<file path="src/rtl/led_blink_driver.sv">
`default_nettype none
// ============================================================================
// Module   : led_blink_driver
// Purpose  : Turns single-cycle event pulses into visible LED blinks (ON for
//            ON_TICKS slow ticks, then a forced OFF gap of OFF_TICKS ticks).
//            Extra requests queue in a saturating pending counter.
//            Define LED_BLINK_OVERFLOW_EN to add ovf_clr / ovf_sticky.
// Revision : 1.0 - initial release
// ============================================================================
module led_blink_driver #(
    parameter int unsigned TICK_DIV  = 19,
    parameter int unsigned ON_TICKS  = 4,
    parameter int unsigned OFF_TICKS = 2,
    parameter int unsigned PEND_W    = 3
) (
    input  logic              clk,
    input  logic              rst,
    input  logic              pulse_in,
    output logic              led_out,
    output logic              busy,
    output logic [PEND_W-1:0] pending_count
`ifdef LED_BLINK_OVERFLOW_EN
    ,
    input  logic              ovf_clr,
    output logic              ovf_sticky
`endif
);

    localparam logic [1:0]        c_ST_IDLE   = 2'd0;
    localparam logic [1:0]        c_ST_ON     = 2'd1;
    localparam logic [1:0]        c_ST_GAP    = 2'd2;
    localparam logic [31:0]       c_TICK_LAST = TICK_DIV;
    localparam logic [31:0]       c_ON_LAST   = ON_TICKS - 1;
    localparam logic [31:0]       c_OFF_LAST  = OFF_TICKS - 1;
    localparam logic [PEND_W-1:0] c_MAX_PEND  = {PEND_W{1'b1}};

    if (ON_TICKS < 1) begin : g_chk_on_ticks
        $error("led_blink_driver: ON_TICKS must be >= 1");
    end
    if (OFF_TICKS < 1) begin : g_chk_off_ticks
        $error("led_blink_driver: OFF_TICKS must be >= 1");
    end
    if (PEND_W < 1) begin : g_chk_pend_w
        $error("led_blink_driver: PEND_W must be >= 1");
    end

    logic [1:0]        r_state;
    logic [1:0]        w_state_nxt;
    logic [31:0]       r_tick_cnt;
    logic [31:0]       r_phase_cnt;
    logic              w_tick;
    logic              w_inc;
    logic              w_dec;
    logic              w_pend_any;
    logic              w_full;
    logic [PEND_W-1:0] r_pend;
    logic [PEND_W-1:0] w_pend_nxt;
    logic              r_led;
    logic              r_busy;

    // The divider only runs while a blink is in progress, so every blink
    // starts on a fresh tick boundary.
    assign w_tick     = (r_state != c_ST_IDLE) && (r_tick_cnt == c_TICK_LAST);
    assign w_pend_any = (r_pend != '0);
    assign w_full     = (r_pend == c_MAX_PEND);

    always_ff @(posedge clk or posedge rst) begin
        if (rst) begin
            r_state <= c_ST_IDLE;
        end else begin
            r_state <= w_state_nxt;
        end
    end

    always_comb begin
        w_state_nxt = r_state;
        w_inc       = 1'b0;
        w_dec       = 1'b0;
        case (r_state)
            c_ST_IDLE: begin
                // A pulse arriving in IDLE starts the blink itself.
                if (pulse_in) begin
                    w_state_nxt = c_ST_ON;
                end else if (w_pend_any) begin
                    w_state_nxt = c_ST_ON;
                    w_dec       = 1'b1;
                end
            end
            c_ST_ON: begin
                w_inc = pulse_in;
                if (w_tick && (r_phase_cnt == c_ON_LAST)) begin
                    w_state_nxt = c_ST_GAP;
                end
            end
            c_ST_GAP: begin
                w_inc = pulse_in;
                if (w_tick && (r_phase_cnt == c_OFF_LAST)) begin
                    // A same-cycle pulse counts as pending here.
                    if (w_pend_any || pulse_in) begin
                        w_state_nxt = c_ST_ON;
                        w_dec       = 1'b1;
                    end else begin
                        w_state_nxt = c_ST_IDLE;
                    end
                end
            end
            default: begin
                w_state_nxt = c_ST_IDLE;
            end
        endcase
    end

    always_comb begin
        w_pend_nxt = r_pend;
        if (w_inc && !w_dec) begin
            if (!w_full) begin
                w_pend_nxt = r_pend + PEND_W'(1);
            end
        end else if (w_dec && !w_inc) begin
            w_pend_nxt = r_pend - PEND_W'(1);
        end
    end

    always_ff @(posedge clk or posedge rst) begin
        if (rst) begin
            r_tick_cnt  <= 32'd0;
            r_phase_cnt <= 32'd0;
            r_pend      <= '0;
            r_led       <= 1'b0;
            r_busy      <= 1'b0;
        end else begin
            if ((r_state == c_ST_IDLE) || w_tick) begin
                r_tick_cnt <= 32'd0;
            end else begin
                r_tick_cnt <= r_tick_cnt + 32'd1;
            end

            if (w_state_nxt != r_state) begin
                r_phase_cnt <= 32'd0;
            end else if (w_tick) begin
                r_phase_cnt <= r_phase_cnt + 32'd1;
            end

            r_pend <= w_pend_nxt;
            r_led  <= (w_state_nxt == c_ST_ON);
            r_busy <= (w_state_nxt != c_ST_IDLE);
        end
    end

    assign led_out       = r_led;
    assign busy          = r_busy;
    assign pending_count = r_pend;

`ifdef LED_BLINK_OVERFLOW_EN
    logic w_drop;
    logic r_ovf;

    assign w_drop = w_inc && !w_dec && w_full;

    // Set has priority over clear so a drop is never lost.
    always_ff @(posedge clk or posedge rst) begin
        if (rst) begin
            r_ovf <= 1'b0;
        end else if (w_drop) begin
            r_ovf <= 1'b1;
        end else if (ovf_clr) begin
            r_ovf <= 1'b0;
        end
    end

    assign ovf_sticky = r_ovf;
`else
    // Without the overflow flag, requests beyond saturation vanish silently.
`endif

endmodule
`default_nettype wire

</file>
<file path="config.mk">
export PLATFORM = sky130hd
export DESIGN_NAME = led_blink_driver
export DESIGN_NICKNAME = d
export VERILOG_FILES = /design/src/rtl/led_blink_driver.sv
export SDC_FILE = /design/constraint.sdc
export NUM_CORES = 1
export LEC_CHECK = 0
export BUFFER_PORTS_ARGS = -buffer_cell sky130_fd_sc_hd__buf_2
export CAP_MARGIN = 20
export CORE_MARGIN = 3
export CORE_UTILIZATION = 45
export CTS_BUF_LIST = sky130_fd_sc_hd__clkbuf_4 sky130_fd_sc_hd__clkbuf_8
export DETAILED_ROUTE_END_ITERATION = 8
export HOLD_SLACK_MARGIN = 0.15
export MAX_ROUTING_LAYER = met4
export PLACE_DENSITY = 0.65
export SYNTH_ARGS = -nofsm -noshare
export SYNTH_HDL_FRONTEND = slang
export SYNTH_SLANG_ARGS = --single-unit
</file>
<file path="constraint.sdc">
create_clock -name clk -period 4.8 [get_ports clk]
set_clock_uncertainty 0.1 [all_clocks]
set_input_delay 0.48 -clock clk [delete_from_list [all_inputs] [get_ports clk]]
set_output_delay 0.48 -clock clk [all_outputs]
set_load 0.01 [all_outputs]
</file>
==> impl_metrics.json, run 1 <==
{
  "synth_top_family_by_area": "simple AND/OR/NAND/NOR gates",
  "dp_hpwl_um": 5090,
  "first_global_vias": 2952,
  "post-route-util_pct": 52.1,
  "boundaryPins": 8,
  "synth.top_cells.by_area": "dfrtp_1 (44%), xor2_1 (10%), nor3_1 (4.0%)",
  "cp.buffers_inverters": 2,
  "core_um2": 8460,
  "dp.cells": 511,
  "fin_crit_sh_pct": 69.1,
  "worstMarginPinSlew_ns": 0.753,
  "yosysWarnings": 0,
  "irDropWorstVdd_uv": 180,
  "power.switching_uw": 544,
  "finalHoldViolations": 0,
  "vias": 3075,
  "post_drt_wl_per_cell_um": 14.9,
  "worstSetupStartpointType": "register",
  "synth-xor-area-share_pct": 12.6,
  "clkTransAtPathRegs_ns": 0.08,
  "fin_hold_ws_ns": 0.141,
  "numClockSinks": 71,
  "fin_setup_tns_ns": 0,
  "fin_nets": 428,
  "drive_above_1_share_pct": 12.3,
  "track_usage_pct": 17.6,
  "cpMostUsedCell": "inv_1",
  "worstHoldPathType": "in2async",
  "layout_common_cells": "dfrtp_1 (71), xor2_1 (48), nor2_1 (34)",
  "synth_compound_area_share_pct": 5.50,
  "die_w_um": 101,
  "critical_path.cell_chain": "inv_1 -> ha_1 -> nor3_1 -> nand4_1 -> nor4_4 -> a21oi_1 -> inv_1 -> fa_1 -> and2_1 -> a221o_1",
  "relSlewSlack_pct": 49.4,
  "p_seq_share_pct": 40.6,
  "synth.mux.area_fraction_pct": 0.808,
  "ys_seq_area_share_pct": 44.2,
  "cts_hold_buf": 0,
  "initial_core_util_pct": 47.5,
  "antenna_found_initial": 0,
  "drt_iter0_markers": 153,
  "synth_async_sr_flop_share_pct": 100,
  "synth_fa_ha_area_share_pct": 2.67,
  "min_period_ns": 3.32,
  "slew_violations": 0,
  "cp_top_family": "simple AND/OR/NAND/NOR gates",
  "io_buffer_count": 7,
  "p_clk_share_pct": 35.8,
  "power.leakage_nw": 1.88,
  "grt_overflow_total": 0,
  "wl_um": 7830,
  "fmax_mhz": 301,
  "cts_buffer_depth": 2,
  "cts-root-buf": "clkbuf_8",
  "synth_edf_count": 0,
  "syn_avg_cell_area_um2": 9.77,
  "die_h_um": 101,
  "cp.arrival_ns": 3.45,
  "syn2layout_area_growth_pct": 9.58,
  "dieArea_um2": 10100,
  "path_max_fanout": 10,
  "tritoncts": "built",
  "syn_inst": 412,
  "pwr-share-comb_pct": 23.6,
  "synthFlopType": "dfrtp_1",
  "worstSetupEndpointType": "register",
  "critPathSlowestCell": "dfrtp_1",
  "synth_top_cell_area_share_pct": 44.2,
  "rows": 33,
  "intPower_mw": 1.15,
  "ant_nets": 0,
  "ys_types": 49,
  "grt_max_degree": 40,
  "clk_latency_ns": 0.35,
  "diodes": 0,
  "cts_setup_buffers": 0,
  "cts.htree.levels": 3,
  "swShare_pct": 32.2,
  "ys_ff_latch": 71,
  "required_ns": 4.93,
  "setup_viol": 0,
  "maxCapViolations": 0,
  "cellPowerDensity_nw_per_um2": 384,
  "status": "completed",
  "instances_no_fill": 527,
  "cts_made_buffers": 9,
  "syn_area_um2": 4020,
  "r2r_slack_ns": 1.48,
  "drc": 0,
  "max_stage_delay_ns": 0.47,
  "path_class": "reg2reg",
  "synthSimpleGateAreaFrac_pct": 30.7,
  "final_common_cell": "dfrtp_1",
  "grt_pass1_wl_um": 14000,
  "firstDrtPassIters": 4,
  "cts_resized": 0,
  "synth_top_cell_by_area": "dfrtp_1",
  "final.fill_count": 758,
  "rsz0062_at_grt": "no",
  "synth_nets": 423,
  "gp_congestion": 0.884,
  "avgViaCountPerCell": 5.83
}
==> area by class of cell <==
cell class,instances,area [um^2],area share (%)
Timing Repair Buffer,13,80.1,1.82
Clock buffer,11,151,3.43
Sequential cell,71,1780,40.3
Tap cell,105,131,2.98
Clock inverter,5,104,2.36
Multi-Input combinational cell,312,2130,48.3
Inverter,10,37.5,0.851
==> sequential cells by signal (all words and copies together), names as in the netlist <==
name	cells
pending_count	3
led_out	1
r_state	2
r_phase_cnt	32
busy	1
r_tick_cnt	32
==> worst register-to-register path, cell delays in order (launching register included) <==
cell	delay [ns]
dfrtp_1	0.47
inv_1	0.17
ha_1	0.38
nor3_1	0.23
nand4_1	0.17
nor4_4	0.43
a21oi_1	0.27
inv_1	0.14
fa_1	0.44
and2_1	0.17
a221o_1	0.25
==> cell usage after synthesis (all sizes together), types with 9 or more instances <==
library cell	count
a21oi	9
and4	10
clkbuf	11
dfrtp	71
inv	10
nand2	25
nand3	26
nand4	24
nor2	34
nor3	42
nor4	24
xnor2	10
xor2	48
==> cells by family after synthesis <==
logic type | count (synthesis)
AO/OA/AOI/OAI | 30
XOR/XNOR | 58
adder cells (fa/ha/maj) | 8
buffers and inverters | 29
flip-flops | 71
multiplexers | 2
AND/OR/NAND/NOR | 214
==> layer usage <==
metal | vias up | track usage (%) | part of all wire, %
met5 | - | - | 0
met4 | 0 | 5.60 | 1.3
met3 | 9 | 4.08 | 2.6
met2 | 34 | 26.8 | 47
met1 | 1538 | 23.4 | 49
li1 | 1494 | - | -
==> stage by stage <==
step / worst slack [ns] / cell area [um^2] / power [mW]
after global routing: 1.19 / 4410 / 1.78
after floorplan: 1.81 / 4020 / 1.01
after detailed placement: 1.46 / 4150 / 1.10
final: 1.48 / 4410 / 1.69
after CTS: 1.47 / 4410 / 1.71
after global placement: 1.63 / 4150 / 1.09
==> power groups by stage <==
stage | clock network, mW | logic [mW] | registers, mW
CTS | 0.618 | 0.407 | 0.686
finish | 0.605 | 0.399 | 0.687
floorplan | 0 | 0.323 | 0.690
detailed placement | 0 | 0.406 | 0.697
global placement | 0 | 0.397 | 0.696
global route | 0.643 | 0.445 | 0.695
==> final timing paths <==
check,from,depth (start not counted),to
max,r_state[0],10,pending_count[1]
max in group asynchronous,rst,3,r_phase_cnt[20]
min reg2reg,r_tick_cnt[0],1,r_tick_cnt[0]
min in group clk,r_tick_cnt[0],1,r_tick_cnt[0]
max reg2reg,r_state[0],10,pending_count[1]
min,rst,2,r_tick_cnt[4]
(Power assumes the default switching activity.)
==> inputs of run 2 (changes only) <==
clock period = 3.14 ns   (was 4.8 ns; I/O delays follow)
==> run 2 against run 1 <==
Critical path depth fell by 2; non-clock buffer count rose by 6; global-route usage rose by 0.63 points; largest cell class unchanged; combinational power rose by 65%; utilization rose by 0.58 points; highest routed layer unchanged.
==> impl_metrics.json, run 2 (synthesis results as in run 1) <==
{
  "core_um2": 8460,
  "cts-root-buf": "clkbuf_8",
  "cp.arrival_ns": 2.98,
  "io_buffer_count": 7,
  "maxCapViolations": 0,
  "status": "completed",
  "relSlewSlack_pct": 48.4,
  "r2r-end": "pending_count[1]",
  "cts_hold_buf": 1,
  "fin_hold_ws_ns": 0.390,
  "clkTransAtPathRegs_ns": 0.08,
  "grt_overflow_total": 0,
  "r2r_slack_ns": 0.29,
  "worstMarginPinSlew_ns": 0.773,
  "post_drt_wl_per_cell_um": 15.4,
  "final_common_cell": "dfrtp_1",
  "reg2reg_from": "r_tick_cnt[20]",
  "grt_pass1_wl_um": 14500,
  "instances_no_fill": 533,
  "min_period_ns": 2.85,
  "rsz0062_at_grt": "no",
  "dp.cells": 516,
  "die_h_um": 101,
  "die_w_um": 101,
  "first_global_vias": 3067,
  "dieArea_um2": 10100,
  "grt_max_degree": 39,
  "crit_start": "r_tick_cnt[20]",
  "worstSetupEndpointType": "register",
  "syn2layout_area_growth_pct": 10.8,
  "pre_cts_ws_ns": 0.327,
  "tritoncts": "built",
  "wl_um": 8190,
  "wl_met1_um": 4000,
  "path_max_fanout": 6,
  "path_class": "reg2reg",
  "rows": 33,
  "ant_nets": 0,
  "worstSetupStartpointType": "register",
  "final.fill_count": 768,
  "multi_input_area_um2": 2130,
  "worstHoldPathType": "reg2reg",
  "diodes": 0,
  "drive_above_1_share_pct": 13.3,
  "gp_congestion": 0.794,
  "seqCellArea_um2": 1780,
  "drt_iter0_markers": 122,
  "cts_setup_buffers": 0,
  "min_delay_path_depth": 1,
  "layout_common_cells": "dfrtp_1 (71), xor2_1 (48), nor2_1 (34)",
  "drc": 0,
  "clk_latency_ns": 0.35,
  "fin_crit_sh_pct": 90.7,
  "wl_met2_um": 3960,
  "slew_violations": 0,
  "vias": 3027,
  "cts.htree.levels": 3,
  "antenna_found_initial": 0,
  "irDropWorstVdd_uv": 269,
  "power.leakage_nw": 1.91,
  "cts_buffer_depth": 2,
  "dp_hpwl_um": 5460,
  "top_layer": "met4",
  "finalHoldViolations": 0,
  "fmax_mhz": 351,
  "cts_resized": 0,
  "track_usage_pct": 18.2,
  "boundaryPins": 8,
  "cts_made_buffers": 9,
  "fin_nets": 434,
  "numClockSinks": 71,
  "initial_core_util_pct": 47.5,
  "firstDrtPassIters": 4,
  "setup_ws_ns": 0.292,
  "setup_viol": 0,
  "fin_setup_tns_ns": 0,
  "avgViaCountPerCell": 5.68,
  "cellPowerDensity_nw_per_um2": 564,
  "required_ns": 3.27,
  "reg2reg_depth": 8,
  "wl_met3_um": 198,
  "endpoint": "pending_count[1]"
}
[run 2: changes by cell type in the layout (fill, tap and decap cells not counted), sizes merged]
cell	before	now
buf	13	18
clkbuf	11	9
bufinv	3	2
clkinv	2	3
clkinvlp	0	1
dlygate4sd3	0	1
inv	10	11
[run 2: worst max-delay path: stages, from the launching register on]
cell,delay [ns]
dfrtp_1,0.45
nor4_1,0.45
nand4_1,0.28
nor4_4,0.38
a21oi_1,0.13
inv_1,0.10
fa_1,0.43
and2_1,0.17
a221o_1,0.25
[run 2: cell type report]
type | count | area share, %
clock buffers | 9 | 2.78
multi-input cells | 312 | 47.7
repair buffers | 19 | 3.70
well taps | 105 | 2.95
clock inverters | 7 | 2.13
flip-flops and latches | 71 | 39.9
inverters | 10 | 0.842
[run 2: per-stage QoR]
stage	utilization, %	total power, mW	cell area, um^2
2_1_floorplan	-	1.55	4020
3_3_place_gp	50.0	1.72	4230
3_5_place_dp	50.0	1.74	4230
4_1_cts	52.7	2.55	4460
5_1_grt	52.7	2.67	4460
6_report	52.7	2.52	4460
[run 2: how the worst min path moves through the flow]
stage             startpoint       endpoint  slack (ns)
2_1_floorplan  r_tick_cnt[0]  r_tick_cnt[0]        0.35
3_3_place_gp   r_tick_cnt[0]  r_tick_cnt[0]        0.36
3_5_place_dp   r_tick_cnt[0]  r_tick_cnt[0]        0.37
4_1_cts        r_tick_cnt[0]  r_tick_cnt[0]        0.38
5_1_grt        r_tick_cnt[0]  r_tick_cnt[0]        0.41
6_report       r_tick_cnt[0]  r_tick_cnt[0]        0.39
[run 2: layer usage]
layer / global-route usage (%) / vias to the layer above
met5: - / -
met4: 5.39 / 0
met3: 3.74 / 2
met2: 29.0 / 35
met1: 23.6 / 1481
li1: - / 1509
[run 2: power breakdown]
group	switching (mW)	internal, mW
logic	0.404	0.253
clock network	0.357	0.448
registers	0.0824	0.970
total	0.844	1.67
